[src/rtl/seq_restoring_divider.sv]
// Sequential restoring divider: 2N-bit dividend / N-bit divisor, one quotient bit per clock.
// Start/busy/done handshake; divide-by-zero completes immediately with an all-ones quotient.
module seq_restoring_divider #(
    parameter int unsigned N = 4
) (
    input  logic             clk,
    input  logic             rst,
    input  logic             start,
    input  logic [2*N-1:0]   dividend,
    input  logic [N-1:0]     divisor,
    output logic [2*N-1:0]   quotient,
    output logic [N-1:0]     remainder,
    output logic             busy,
    output logic             done,
    output logic             div_by_zero
);

    localparam int unsigned DW = 2 * N;
    localparam int unsigned RW = N + 1;
    localparam int unsigned CW = (DW > 1) ? $clog2(DW) : 1;

    typedef enum logic {
        IDLE = 1'b0,
        RUN  = 1'b1
    } state_t;

    state_t          state_q, state_d;
    logic [CW-1:0]   cnt_q, cnt_d;
    logic [DW-1:0]   shf_q, shf_d;
    logic [N-1:0]    dvs_q, dvs_d;
    logic [N-1:0]    rem_q, rem_d;
    logic [DW-1:0]   quo_q, quo_d;
    logic [N-1:0]    rmd_q, rmd_d;
    logic            busy_q, busy_d;
    logic            done_q, done_d;
    logic            dbz_q, dbz_d;

    logic [RW-1:0]   rem_sh;
    logic            q_bit;
    logic [N-1:0]    rem_nx;

    // The stored partial remainder is always below the divisor, so its top bit
    // is only needed transiently after the shift-in.
    always_comb begin
        rem_sh = {rem_q, shf_q[DW-1]};
        q_bit  = (rem_sh >= {1'b0, dvs_q});
        rem_nx = q_bit ? N'(rem_sh - {1'b0, dvs_q}) : rem_sh[N-1:0];
    end

    // Next-state and datapath control
    always_comb begin
        state_d = state_q;
        cnt_d   = cnt_q;
        shf_d   = shf_q;
        dvs_d   = dvs_q;
        rem_d   = rem_q;
        quo_d   = quo_q;
        rmd_d   = rmd_q;
        dbz_d   = dbz_q;
        done_d  = 1'b0;

        case (state_q)
            IDLE: begin
                if (start) begin
                    shf_d = dividend;
                    dvs_d = divisor;
                    rem_d = '0;
                    cnt_d = '0;
                    if (divisor != '0) begin
                        state_d = RUN;
                    end else begin
                        quo_d  = '1;
                        rmd_d  = '0;
                        dbz_d  = 1'b1;
                        done_d = 1'b1;
                    end
                end
            end
            RUN: begin
                shf_d = {shf_q[DW-2:0], q_bit};
                rem_d = rem_nx;
                cnt_d = cnt_q + CW'(1);
                if (cnt_q == CW'(DW - 1)) begin
                    quo_d   = {shf_q[DW-2:0], q_bit};
                    rmd_d   = rem_nx;
                    dbz_d   = 1'b0;
                    done_d  = 1'b1;
                    state_d = IDLE;
                end
            end
            default: state_d = IDLE;
        endcase

        busy_d = (state_d == RUN);
    end

    always_ff @(posedge clk) begin
        if (rst) begin
            state_q <= IDLE;
            cnt_q   <= '0;
            shf_q   <= '0;
            dvs_q   <= '0;
            rem_q   <= '0;
            quo_q   <= '0;
            rmd_q   <= '0;
            busy_q  <= 1'b0;
            done_q  <= 1'b0;
            dbz_q   <= 1'b0;
        end else begin
            state_q <= state_d;
            cnt_q   <= cnt_d;
            shf_q   <= shf_d;
            dvs_q   <= dvs_d;
            rem_q   <= rem_d;
            quo_q   <= quo_d;
            rmd_q   <= rmd_d;
            busy_q  <= busy_d;
            done_q  <= done_d;
            dbz_q   <= dbz_d;
        end
    end

    assign quotient    = quo_q;
    assign remainder   = rmd_q;
    assign busy        = busy_q;
    assign done        = done_q;
    assign div_by_zero = dbz_q;

endmodule
[config.mk]
export PLATFORM = sky130hd
export DESIGN_NAME = seq_restoring_divider
export DESIGN_NICKNAME = d
export VERILOG_FILES = /design/src/rtl/seq_restoring_divider.sv
export SDC_FILE = /design/constraint.sdc
export NUM_CORES = 1
export LEC_CHECK = 0
export ABC_AREA = 1
export CORE_ASPECT_RATIO = 0.6
export CORE_MARGIN = 1
export CORE_UTILIZATION = 50
export CTS_CLUSTER_DIAMETER = 200
export DETAILED_ROUTE_END_ITERATION = 16
export PLACE_DENSITY = 0.77
export SYNTH_ARGS = -nofsm -noshare
export SYNTH_HDL_FRONTEND = slang
export SYNTH_SLANG_ARGS = --single-unit
[constraint.sdc]
create_clock -name clk -period 1.8 [get_ports clk]
set_input_delay 0.36 -clock clk [delete_from_list [all_inputs] [get_ports clk]]
set_output_delay 0.36 -clock clk [all_outputs]
set_load 0.005 [all_outputs]
-- Yosys cells after proc, flatten, opt, wreduce, memory -nomap -nowiden
Index checks and enable logic that the tools add are counted.
- register bits: 34
- output and inout bits: 15
- equal/unequal tests: 4
- mux-type cells: 27
- bitwise gates (word level): 1
- $add $sub $neg: 2
- $lt $le $gt $ge: 1
- reduce and logical (&&, ||, !) cells: 3
- operator list (operator ; number):
    8-bit two-way mux ; 4
    8-bit one-hot mux with 2 select lines ; 2
    4-bit two-way mux ; 5
    4-bit one-hot mux with 2 select lines ; 2
    1-bit two-way mux ; 9
    1-bit one-hot mux with 2 select lines ; 3
    3-bit one-hot mux with 2 select lines ; 1
    5-bit by 4-bit >= comparator with 1-bit output ; 1
    2-bit inequality test (second input constant) ; 2
    4-bit nonzero test ; 1
    4-bit subtractor ; 1
    3-bit by 1-bit adder with 3-bit output (second input constant) ; 1
    3-bit equality test (second input constant) ; 1
    3-bit two-way mux ; 1
    3-bit AND reduction ; 1
    2-bit by 1-bit inequality test with 1-bit output (second input constant) ; 1
    2-bit AND reduction ; 1
    1-bit inverter ; 1

-- Longest topological paths before layout
- word-level depth: 4
- mapped depth: 11
- mapped depth without buffers: 11

-- Worst setup path before layout
Ideal clock, no wire load.
- kind: register to register
- start: reg shf_q[7]
- end: reg rem_q[2]
- path slack: 0.373 ns
- buffers on the path: 0
- cell stages (with the launch flop): 11
- library setup time: 0.057 ns
- data required time: 1.743 ns
- arrival time: 1.370 ns
- clock period less this slack: 1.427 ns
- cells stage by stage: dfxtp_1 -> inv_1 -> ha_1 -> fa_1 -> inv_1 -> o21ai_0 -> a21oi_1 -> nand2_1 -> nand3_1 -> nand2_1 -> inv_1
- cells in the longest elaborated chain, start to end: 3
- elaborated cells between the ends (all ways): 4
- RTL lines (item ; line ; RTL):
    start, declared ; 29 ; logic [DW-1:0] shf_q, shf_d;
    start signal, assigned ; 101 ; shf_q <= '0;
    start signal, assigned ; 112 ; shf_q <= shf_d;
    4-bit subtractor / 5-bit by 4-bit >= comparator with 1-bit output (equally long branches) ; 47, 46 ;
    4-bit two-way mux * ; 47 ; rem_nx = q_bit ? N'(rem_sh - {1'b0, dvs_q}) : rem_sh[N-1:0];
    4-bit one-hot mux with 2 select lines * ; 62 ; case (state_q)
    end signal, assigned ; 114 ; rem_q <= rem_d;
    end, declared ; 31 ; logic [N-1:0] rem_q, rem_d;
Every way passes the cells marked *; elsewhere a longest branch is shown, timed or not.
A chain may end at the register's enable or synchronous reset.

-- Worst setup path after layout
- start: reg dvs_q[2]
- end: reg rmd_q[2], in the netlist remainder[2]
- cells in the longest elaborated chain, start to end: 4
- elaborated cells between the ends (all ways): 5
- RTL lines (item ; line ; RTL):
    start, declared ; 30 ; logic [N-1:0] dvs_q, dvs_d;
    start signal, assigned ; 113 ; dvs_q <= dvs_d;
    4-bit subtractor / 5-bit by 4-bit >= comparator with 1-bit output (equally long branches) ; 47, 46 ;
    4-bit two-way mux * ; 47 ;
    4-bit two-way mux * ; 83 ; if (cnt_q == CW'(DW - 1)) begin
    4-bit one-hot mux with 2 select lines * ; 62 ;
    end signal, assigned ; 116 ; rmd_q <= rmd_d;
    end, declared ; 33 ; logic [N-1:0] rmd_q, rmd_d;
Every way passes the cells marked *; elsewhere a longest branch is shown, timed or not. The select of a mux whose other input is x is not followed.

==> impl_metrics.ini <==
[floorplan]
dieHeight_um = 45.1
start_util = 0.533
dieArea_sq_um = 3330
rows = 15
core-area_sq_um = 2910
die_w_um = 73.9
pin_count = 30

[sta]
fin_worst_skew_ns = 0.00495
finalSetupViolations = 0
max_freq_ghz = 0.621
period_minus_slack_ns = 1.61
finalCritPeriodShare = 0.895
rsz0062_at_grt = no
slew_headroom = 0.625
hold_viol = 0
hold_slack_ns = 0.474
max_slew.worst_pin.slew_ns = 0.561
finalMaxSlewViolations = 0

[critical_path]
critical_path_class = flip-flop to flip-flop
startpoint = dvs_q[2]
worstSetupEndpointType = flip-flop
arrival_ns = 1.80
max_stage_delay_ns = 0.34
cp_cell_sequence = inv_1 > ha_1 > a21oi_1 > nand2_1 > nand2_4 > nand2_2 > nand2_1 > nand3_1 > nand2_1 > inv_1
critPathTopFamily = simple AND/OR/NAND/NOR gates
crit_slowest_cell = ha_1
crit_buf_inv = 2
crit_required_ns = 1.99
path_common_cell = nand2_1
startpoint_type = flip-flop
crit_fanout = 7
r2r-start = dvs_q[2]

[global_routing]
grt_first_pass_wirelength_um = 5870
grt_max_degree = 21
grt_pass1_vias = 1272
track_usage = 0.249
antenna_found_initial = 0
grt-ovfl-total = 0

[final_layout]
diodes = 0
area_growth_pct = 26.1
final_area_sq_um = 1950
nets = 253
n_fill_cell = 234
drive_above_1_share = 0.0948

[pwr]
leakage_nw = 0.913
p_per_area_nw_per_um2 = 918
vdd_drop_max_mv = 0.458

[synth]
syn_inst = 199
yosys_warnings = 0
syn_area_sq_um = 1550
synthFlopType = dfxtp_1
synth-edff-count = 0
syn_nets = 221
ys_seq_area_frac = 0.439
ys_ff_latch = 34
syn_area_per_cell_sq_um = 7.79
yosys.cell_types.count = 25
async_reset_ff_frac = 0

[drt]
wl_met3_um = 266
drtIter0Drc = 100
wl_met1_um = 1810
wl_per_cell_um = 13.2
vias = 1416
top_layer = met4
wirelength_um = 3610
drc = 0
ant_nets = 0
wl_met2_um = 1490
first_pass_iters = 4
viasPerCell = 5.17

[placed_design]
gp_congestion = 0.852
detailed_place.area_sq_um = 1860
dpl.hpwl_um = 2560
port_buffers = 29

[status]
status = completed

[clock_network]
clk_pin_slew_ns = 0.07
cts_sinks = 34
cts_max_level = 2
cts_hold_buf = 0
cts.path.max_buffers = 2
postCtsSetupBuffers = 0
ctsResizeCount = 0
clock_latency_ns = 0.29
cts_tree = done
cts_root_buffer = clkbuf_8
numCtsBuffers = 5

[run]
max-cap-violations = 0

[hold_path]
hp-start = cnt_q[2]
hold_path.class = flip-flop to flip-flop
cells in the mapped netlist, drive strengths merged (3+ instances only):
| master | instances | share of area |
|---|---|---|
| nand3 | 12 | 0.045 |
| nor4 | 6 | 0.024 |
| dfxtp | 34 | 0.44 |
| clkbuf | 4 | 0.016 |
| inv | 28 | 0.068 |
| nor2 | 33 | 0.085 |
| o211ai | 8 | 0.039 |
| nand4 | 3 | 0.012 |
| o21ai | 11 | 0.036 |
| buf | 3 | 0.018 |
| ha | 6 | 0.048 |
| a21oi | 12 | 0.039 |
| nand2 | 34 | 0.095 |
power by group:
part	leakage (nW)	internal (mW)	switching, mW
sequential	0.278	0.799	0.0287
clock	0.0482	0.308	0.274
combinational	0.587	0.153	0.231
cells in the final DEF, fill, tap and decap left out, types with 2 or more instances in the layout:
cell type        Yosys  final
a21oi_1             12     12
buf_4                0      3
clkbuf_8             1      6
clkdlybuf4s50_1      0     29
dfxtp_1             34     34
ha_1                 6      6
inv_1               25     25
inv_2                3      3
nand2_1             30     30
nand2_2              2      2
nand2_4              2      2
nand3_1             10     10
nand3_2              2      2
nand4_1              3      3
nor2_1              32     32
nor4_1               6      6
o211ai_1             8      8
o21ai_0             11     11
flip-flops by register name, summed over array words and instances, names as in the netlist:
register     cells
busy             1
shf_q            8
quotient         8
cnt_q            3
dvs_q            4
rem_q            4
done             1
div_by_zero      1
remainder        4
routing by layer:
metal,track usage,vias to the layer above
li1,-,715
met1,0.345,630
met2,0.360,67
met3,0.0938,4
met4,0.0808,0
met5,0,-
stage by stage:
stage,setup TNS (ns),setup WS [ns],total power [mW],util,std cells
after global placement,0,0.0384,1.20,0.640,266
after CTS,0,0.203,1.80,0.672,274
after detailed placement,-0.0394,-0.0394,1.22,0.640,266
after floorplan,0,0.373,1.11,-,199
after global routing,0,0.0372,1.90,0.672,274
final,0,0.189,1.79,0.672,274
worst min-delay path, stage by stage (launching register included):
cell and delay (ns):
dfxtp_1 0.32, nand2_1 0.06, a21oi_1 0.05
cells by family after synthesis:
logic type | Yosys count | synth area share
adders and majority gates | 7 | 0.0613
DFF | 34 | 0.439
AOI/OAI and AO/OA | 32 | 0.123
buffers and inverters | 35 | 0.102
and+or+nand+nor | 91 | 0.275
layout make-up:
class | instances | area (sq um) | area share
multi-input combinational | 130 | 712 | 0.364
sequential | 34 | 681 | 0.348
timing repair buffer | 32 | 313 | 0.160
inverter | 28 | 105 | 0.0538
clock buffer | 7 | 86.3 | 0.0442
tap | 42 | 52.6 | 0.0269
clock inverter | 1 | 5.00 | 0.00256
worst paths after layout:
kind                  end  depth (start not counted)  slack [ns]
min              cnt_q[2]                          2        0.47
min reg2reg      cnt_q[2]                          2        0.47
max reg2reg  remainder[2]                         10        0.19
max          remainder[2]                         10        0.19
Power figures use the tool's default switching activity.
